**config.mk**
```make
export PLATFORM = sky130hd
export DESIGN_NAME = can_rx_destuff
export DESIGN_NICKNAME = d
export VERILOG_FILES = /design/src/rtl/can_rx_destuff.sv
export SDC_FILE = /design/constraint.sdc
export NUM_CORES = 1
export LEC_CHECK = 0
export ABC_CLOCK_PERIOD_IN_PS = 4500
export CORE_MARGIN = 2
export CORE_UTILIZATION = 35
export DETAILED_ROUTE_END_ITERATION = 16
export PLACE_DENSITY = 0.68
export SLEW_MARGIN = 15
export SYNTH_ARGS = -nofsm -noshare
export SYNTH_HDL_FRONTEND = slang
export SYNTH_SLANG_ARGS = --single-unit
```
**constraint.sdc**
```tcl
create_clock -name clk -period 4.5 [get_ports clk]
set_input_delay 1.125 -clock clk [delete_from_list [all_inputs] [get_ports clk]]
set_output_delay 1.125 -clock clk [all_outputs]
set_load 0.01 [all_outputs]
```
**src/rtl/can_rx_destuff.sv**
```systemverilog
// CAN receive-path bit de-stuffer.
// Removes stuff bits from the sampled bus stream inside the stuff window,
// flags stuff errors, and forwards de-stuffed bits, a saturating bit count
// and assembled bytes (MSB = first received) to the frame decoder.
module can_rx_destuff #(
    parameter int STUFF_LEN = 5
) (
    input  logic       clk,
    input  logic       rst,
    input  logic       en,
    input  logic       din,
    input  logic       din_valid,
    output logic       dout,
    output logic       dout_valid,
    output logic [7:0] byte_out,
    output logic       byte_valid,
    output logic [7:0] bit_cnt,
    output logic       stuff_err
);

    localparam int               RUN_W   = $clog2(STUFF_LEN + 1);
    localparam logic [RUN_W-1:0] RUN_MAX = RUN_W'(STUFF_LEN);

    typedef enum logic [1:0] {
        IDLE,
        RUN,
        ERR
    } state_t;

    state_t           state;
    state_t           state_nxt;

    logic [RUN_W-1:0] run;       // identical consecutive bits seen, 0..STUFF_LEN
    logic             last;      // previous bus bit (stuff bits included)
    logic [2:0]       byte_pos;  // emitted bits modulo 8 within the window

    // Per-bit decode signals
    logic             opening;   // IDLE seeing en: window opens on this edge
    logic             take;      // a bus bit is processed this cycle
    logic [RUN_W-1:0] run_cur;   // run length as seen by this bit
    logic             at_limit;  // next bit must be a stuff bit
    logic             is_stuff;
    logic             is_err;
    logic             emit;
    logic [RUN_W-1:0] run_nxt;
    logic [7:0]       cnt_base;
    logic [7:0]       byte_base;
    logic [2:0]       pos_base;

    // Classify the incoming bit; a window opening this cycle sees cleared counters.
    always_comb begin
        // NOTE: every signal gets an unconditional value first so no latch is inferred.
        opening   = (state == IDLE) && en;
        take      = din_valid && en && (state != ERR);
        run_cur   = opening ? '0 : run;
        cnt_base  = opening ? 8'h00 : bit_cnt;
        byte_base = opening ? 8'h00 : byte_out;
        pos_base  = opening ? 3'd0 : byte_pos;
        at_limit  = (run_cur == RUN_MAX);
        is_stuff  = take && at_limit && (din != last);
        is_err    = take && at_limit && (din == last);
        emit      = take && !at_limit;

        run_nxt = RUN_W'(1);
        if (!is_stuff && ((run_cur == '0) || (din == last))) begin
            run_nxt = run_cur + RUN_W'(1);
        end
    end

    // Next-state logic: en gates the window, a stuff error parks us in ERR.
    always_comb begin
        state_nxt = state;
        case (state)
            IDLE:    if (en) state_nxt = RUN;
            RUN:     if (!en) state_nxt = IDLE;
                     else if (is_err) state_nxt = ERR;
            ERR:     if (!en) state_nxt = IDLE;
            default: state_nxt = IDLE;
        endcase
    end

    // State register with synchronous reset.
    always_ff @(posedge clk) begin
        // NOTE: sequential state uses non-blocking assignments so all registers update together.
        if (rst) begin
            state <= IDLE;
        end else begin
            state <= state_nxt;
        end
    end

    // Run tracking, byte assembly, bit counting and registered outputs.
    always_ff @(posedge clk) begin
        if (rst) begin
            run        <= '0;
            last       <= 1'b0;
            byte_pos   <= 3'd0;
            dout       <= 1'b0;
            dout_valid <= 1'b0;
            byte_out   <= 8'h00;
            byte_valid <= 1'b0;
            bit_cnt    <= 8'h00;
            stuff_err  <= 1'b0;
        end else begin
            dout_valid <= emit;
            byte_valid <= emit && (pos_base == 3'd7);

            // Error flag survives into IDLE and clears only when a window opens.
            if (is_err) begin
                stuff_err <= 1'b1;
            end else if (opening) begin
                stuff_err <= 1'b0;
            end

            if (emit) begin
                dout     <= din;
                byte_out <= {byte_base[6:0], din};
                bit_cnt  <= (cnt_base == 8'hFF) ? 8'hFF : cnt_base + 8'd1;
                byte_pos <= pos_base + 3'd1;
            end else if (opening) begin
                byte_out <= 8'h00;
                bit_cnt  <= 8'h00;
                byte_pos <= 3'd0;
            end

            // A stuff bit starts a new run; an erroring bit changes nothing.
            if (take && !is_err) begin
                run  <= run_nxt;
                last <= din;
            end else if (opening) begin
                run <= '0;
            end
        end
    end

endmodule

```
==> flow_summary.json, run 1 <==
{
  "grt_max_degree": 24,
  "power_density_nw_per_um2": 305.0,
  "synth.cell_area_um2": 1391,
  "fin_worst_skew_ns": 0.006069,
  "hpwl_um": 2058,
  "cts_tree": "done",
  "critPathMaxStageDelay_ns": 0.79,
  "synth_compound_area_frac": 0.1565,
  "irDropWorstVdd_mv": 0.1999,
  "max_slew_margin": 0.3092,
  "io_pins": 25,
  "dp_cells": 234,
  "maxCapViolations": 0,
  "grt-ovfl-total": 0,
  "setup_viol": 0,
  "wire_per_inst_um": 12.59,
  "holdCritPathClass": "reg -> reg",
  "fin_crit_ns": 3.642,
  "synth_edf_count": 0,
  "required_ns": 4.67,
  "synth_xor_area_frac": 0.01888,
  "ant_nets": 0,
  "synth_adder_area_share": 0.05396,
  "die-height_um": 67.05,
  "clock_sinks": 29,
  "worstSetupPathType": "in -> reg",
  "synth-seq-cells": 29,
  "ys_dominant_reg_cell": "dfxtp_1",
  "antenna_found_initial": 0,
  "arrival_ns": 3.81,
  "async_reset_ff_frac": 0,
  "viasPerCell": 5.157,
  "syn_inst": 165,
  "start_util": 0.3717,
  "ys_seq_area_frac": 0.4173,
  "synth-warning-count": 0,
  "crit_chain": "clkdlybuf4s50_1 -> or3b_1 -> nand2_1 -> inv_1 -> ha_1 -> and3_1 -> nor3_2 -> o2111a_1 -> nor3_1",
  "path_buf_inv": 2,
  "grt_pass1_vias": 1157,
  "layoutNonFillerInstCount": 242,
  "clk_latency_ns": 0.29,
  "nets": 204,
  "die_x_um": 67.05,
  "drc": 0,
  "clk_pin_slew_ns": 0.06,
  "finalMaxSlewViolations": 0,
  "antenna_cells": 0,
  "cts_buffers": 5,
  "htreeDepth": 2,
  "rsz0062_at_grt": "no",
  "finalHoldViolations": 0,
  "fmax_ghz": 0.2746,
  "cts_setup_buffers": 0,
  "clk_path_buf_depth": 2,
  "gp_congestion": 0.7838,
  "drive_gt1_frac": 0.09794,
  "rows": 22,
  "hold_buffers": 0,
  "yosysTopAreaCell": "dfxtp_1",
  "dieArea_um2": 4496,
  "period_share": 0.8093,
  "track_usage": 0.1544,
  "syn-num-nets": 176,
  "worst_pin_slew_ns": 1.031,
  "grt_pass1_wl_um": 5188,
  "cp_max_fo": 17,
  "tns_ns": 0,
  "yosys.cell_types.count": 39,
  "cp-start-kind": "input pin",
  "core_area_um2": 3744,
  "drtIter0Drc": 45,
  "critical_path.endpoint_type": "flop",
  "status": "complete, no violations",
  "post_cts.resized_instances": 0,
  "drtPass1Iterations": 4,
  "via_count": 1248,
  "drt_wl_total_um": 3046,
  "power.total_mw": 0.5457,
  "synth.top_cells.by_area": "dfxtp_1 42%, nand2_1 8.4%, a21oi_1 5.4%",
  "syn_area_per_cell_um2": 8.432,
  "muxShareOfSynthArea": 0.01439,
  "slowest_stage": "nor3_2",
  "power.leakage_nw": 0.6432,
  "area_delta_synth_final_pct": 28.60,
  "synth_top_cell_area_share": 0.4173,
  "cts_root_buffer": "clkbuf_8",
  "port_buffers": 24,
  "synth_top_family_by_area": "simple AND/OR/NAND/NOR gates",
  "synth_simple_gate_area_frac": 0.3040,
  "cp_top_family": "simple AND/OR/NAND/NOR gates"
}
## kinds of logic (layout without fill, tap and decap cells)
family          Yosys count  in the layout
flops                    29             29
buf+inv                  11             40
compound gates           31             31
fa+ha+maj                 6              6
simple gates             83             83
mux                       2              2
xor+xnor                  3              3
## flip-flops by register name, indices dropped and copies added, names as in the netlist
| register | count |
|---|---|
| run | 3 |
| bit_cnt | 8 |
| byte_out | 8 |
| last | 1 |
| dout_valid | 1 |
| state | 2 |
| byte_valid | 1 |
| dout | 1 |
| byte_pos | 3 |
| stuff_err | 1 |
## cell usage in the layout, fill, tap and decap left out, types with 2 or more instances in the layout
master | synthesis | routed
nand3_1 | 5 | 5
nand2b_1 | 3 | 3
nor3_1 | 10 | 10
ha_1 | 6 | 6
o211ai_1 | 2 | 2
or3_1 | 3 | 3
and2_1 | 7 | 7
a211oi_1 | 2 | 2
buf_4 | 0 | 4
clkdlybuf4s50_1 | 0 | 24
nor4_1 | 6 | 6
dfxtp_1 | 29 | 29
xnor2_1 | 3 | 3
mux2i_1 | 2 | 2
a21oi_1 | 15 | 15
clkbuf_8 | 0 | 7
inv_1 | 4 | 4
nand2_1 | 31 | 31
nand4_1 | 3 | 3
nor2_1 | 7 | 7
## where the power goes
group | switching [mW] | total, mW | internal (mW)
clock network | 0.0984 | 0.236 | 0.138
registers | 0.00322 | 0.265 | 0.262
logic | 0.0266 | 0.0447 | 0.0181
## path summary, 6_finish.rpt
kind / slack, ns / end / from / depth (start not counted)
worst max-delay path: 0.86 / bit_cnt[2] / en / 9
worst min-delay path: 0.46 / byte_out[7] / byte_out[7] / 2
worst max register to register: 1.81 / bit_cnt[2] / state[0] / 8
worst min register to register: 0.46 / byte_out[7] / byte_out[7] / 2
## worst min-delay path, stage by stage (launching register included)
cell,delay [ns]
dfxtp_1,0.31
nand2_1,0.05
a21oi_1,0.06
## routing by layer
| layer | GRT usage | vias to the layer above | wire length [um] |
|---|---|---|---|
| met4 | 0.08163 | 0 | 60 |
| li1 | - | 635 | - |
| met2 | 0.2426 | 28 | 1327 |
| met1 | 0.1832 | 579 | 1489 |
| met3 | 0.05405 | 6 | 169 |
| met5 | 0 | - | 0 |
## cells in the mapped netlist, types with 2 or more instances
| master | instances |
|---|---|
| nand2_1 | 31 |
| nand3_1 | 5 |
| o211ai_1 | 2 |
| a21oi_1 | 15 |
| xnor2_1 | 3 |
| a211oi_1 | 2 |
| nor4_1 | 6 |
| nand4_1 | 3 |
| nand2b_1 | 3 |
| inv_1 | 4 |
| or3_1 | 3 |
| nor3_1 | 10 |
| clkbuf_1 | 6 |
| mux2i_1 | 2 |
| ha_1 | 6 |
| nor2_1 | 7 |
| and2_1 | 7 |
| dfxtp_1 | 29 |
## metrics by stage
| step | hold slack [ns] | setup WS [ns] | instance area (um^2) | utilization |
|---|---|---|---|---|
| finish | 0.4609 | 0.8583 | 1789 | 0.4779 |
| global route | 0.4852 | 0.5884 | 1789 | 0.4779 |
| CTS | 0.4683 | 0.8620 | 1789 | 0.4779 |
| detailed placement | 0.4521 | 0.5819 | 1688 | 0.4509 |
| global placement | 0.4513 | 0.6279 | 1688 | 0.4509 |
| floorplan | 0.4742 | 1.051 | 1391 | - |
## final cells by class
type | instances | area, um^2
well taps | 48 | 60.06
clock inverters | 1 | 5.005
repair buffers | 28 | 270.3
flip-flops and latches | 29 | 580.6
inverters | 4 | 15.01
multi-input cells | 125 | 762.0
fillers | 379 | 1954
clock buffers | 7 | 96.34
No activity file was read; power rests on OpenSTA's default activity.
==> run 2: changes to the inputs <==
--- a/config.mk
+++ b/config.mk
@@ -5,7 +5,7 @@
 export SDC_FILE = /design/constraint.sdc
 export NUM_CORES = 1
 export LEC_CHECK = 0
-export ABC_CLOCK_PERIOD_IN_PS = 4500
+export ABC_CLOCK_PERIOD_IN_PS = 3600
 export CORE_MARGIN = 2
 export CORE_UTILIZATION = 35
 export DETAILED_ROUTE_END_ITERATION = 16
==> constraint.sdc (replaced) <==
create_clock -name clk -period 3.6 [get_ports clk]
set_input_delay 0.9 -clock clk [delete_from_list [all_inputs] [get_ports clk]]
set_output_delay 0.9 -clock clk [all_outputs]
set_load 0.01 [all_outputs]
==> run 2 against run 1 <==
  * Combinational power up 28%
  * Sequential power grew 25%
  * Core utilization unchanged
  * Count of clock-buffer cells in the layout shrank 2
  * Setup slack got worse by 0.48 ns
  * Non-clock buffer count up 2
  * Routed wire length is 0.36% lower
  * Global-route usage shrank 0.24 points
  * Largest cell class unchanged
  * Register-to-register slack lost 0.71 ns
  * Final cell count increased by 0.83%
  * Die area unchanged
  * Clock skew shrank 0.0015 ns
==> flow_summary.json, run 2 (synthesis results as in run 1) <==
{
  "status": "complete, no violations",
  "fmax_ghz": 0.3104,
  "irDropWorstVdd_mv": 0.2829,
  "post_cts.resized_instances": 0,
  "ant_nets": 0,
  "worst_pin_slew_ns": 1.004,
  "layout_commonest_cell": "nand2_1",
  "die-height_um": 67.05,
  "cts_setup_buffers": 0,
  "nets": 206,
  "dieArea_um2": 4496,
  "cts_tree": "done",
  "fin_worst_skew_ns": 0.004570,
  "wire_per_inst_um": 12.44,
  "cp-start-kind": "input pin",
  "critical_path.endpoint_type": "flop",
  "finalMaxSlewViolations": 0,
  "drt_wl_total_um": 3035,
  "power.leakage_nw": 0.6433,
  "clock_sinks": 29,
  "tns_ns": 0,
  "grt_max_degree": 21,
  "via_count": 1258,
  "worstSetupPathType": "in -> reg",
  "viasPerCell": 5.156,
  "port_buffers": 24,
  "area_delta_synth_final_pct": 28.60,
  "grt-ovfl-total": 0,
  "clk_path_buf_depth": 2,
  "final_core_util": 0.4779,
  "grt_pass1_vias": 1139,
  "cts_root_buffer": "clkbuf_8",
  "grt_pass1_wl_um": 5140,
  "htreeDepth": 2,
  "antenna_cells": 0,
  "period_share": 0.8950,
  "cp_max_fo": 5,
  "nFillCells": 383,
  "gp_congestion": 0.7986,
  "final_cell_mix": "31 x nand2_1, 29 x dfxtp_1, 24 x clkdlybuf4s50_1, 15 x a21oi_1, 10 x nor3_1",
  "rsz0062_at_grt": "no",
  "rows": 22,
  "holdCritPathClass": "reg -> reg",
  "die_x_um": 67.05,
  "wl_met1_um": 1570,
  "power_density_nw_per_um2": 364.1,
  "top_layer": "met4",
  "wl_met3_um": 159,
  "io_pins": 25,
  "max_slew_margin": 0.3248,
  "start_util": 0.3717,
  "clk_latency_ns": 0.28,
  "cts_buffers": 5,
  "required_ns": 3.80,
  "clk_pin_slew_ns": 0.07,
  "arrival_ns": 3.42,
  "fin_crit_ns": 3.222,
  "setup_viol": 0,
  "finalHoldViolations": 0,
  "reg.largest.list": "bit_cnt: 8 flops, byte_out: 8 flops",
  "drtPass1Iterations": 4,
  "drc": 0,
  "core_area_um2": 3744,
  "track_usage": 0.1520,
  "drive_gt1_frac": 0.1071,
  "dr_wl_met2_um": 1265,
  "maxCapViolations": 0,
  "hold_buffers": 0,
  "antenna_found_initial": 0,
  "drtIter0Drc": 66,
  "hpwl_um": 2123
}
[run 2: cell types whose count changed in the layout (fill, tap and decap cells not counted), sizes merged]
cell / change
clkbuf: -2
clkinvlp: +1
buf: +2
clkinv: +1
[run 2: path summary, 6_finish.rpt]
path                             startpoint     endpoint  slack [ns]  cells past startpoint
worst max-delay path                     en   bit_cnt[6]        0.38                      9
worst min-delay path            byte_out[7]  byte_out[7]        0.46                      2
worst max register to register     state[0]   bit_cnt[3]        1.10                      8
worst min register to register  byte_out[7]  byte_out[7]        0.46                      2
[run 2: stage by stage]
stage               instance area, um^2  worst slack (ns)  total power, mW  hold slack, ns  std cells
floorplan                          1391            0.3759           0.3731          0.4742        165
global placement                   1703            0.1754           0.3955          0.4449        236
detailed placement                 1703            0.1224           0.3955          0.4498        236
CTS                                1789            0.3914           0.6587          0.4597        244
global route                       1789            0.1700           0.6789          0.4838        244
finish                             1789            0.3781           0.6515          0.4568        244
[run 2: routing by layer]
layer  global-route usage  vias up
met5                    0        -
met4              0.05867        0
met3              0.05405        5
met2               0.2215       28
met1               0.2029      580
li1                     -      645
[run 2: layout make-up]
type / count / area, um^2 / area share
multi-input cells: 125 / 762.0 / 0.4259
flip-flops and latches: 29 / 580.6 / 0.3245
repair buffers: 30 / 285.3 / 0.1594
clock buffers: 5 / 68.82 / 0.03846
well taps: 48 / 60.06 / 0.03357
clock inverters: 3 / 17.52 / 0.009790
inverters: 4 / 15.01 / 0.008392
[run 2: power breakdown]
| part | leakage [nW] | internal (mW) | switching (mW) | total, mW |
|---|---|---|---|---|
| Clock | 0.0439 | 0.133 | 0.130 | 0.264 |
| Sequential | 0.235 | 0.327 | 0.00394 | 0.331 |
| Combinational | 0.364 | 0.0238 | 0.0334 | 0.0572 |
| Total | 0.643 | 0.484 | 0.168 | 0.652 |
[run 2: worst max-delay path, stage by stage]
cell and delay, ns:
clkdlybuf4s50_1 0.52, or3b_1 0.38, nand2_1 0.15, inv_1 0.08
ha_1 0.20, and3_1 0.19, or3_1 0.34, or3_1 0.40
a221oi_2 0.26
==> run 3: changes to the inputs <==
--- a/config.mk
+++ b/config.mk
@@ -10,6 +10,7 @@
 export CORE_UTILIZATION = 35
 export DETAILED_ROUTE_END_ITERATION = 16
 export PLACE_DENSITY = 0.68
+export SKIP_LAST_GASP = 1
 export SLEW_MARGIN = 15
 export SYNTH_ARGS = -nofsm -noshare
 export SYNTH_HDL_FRONTEND = slang
==> results of run 3 <==
No change in the layout: final DEF, timing and power equal those of run 2.
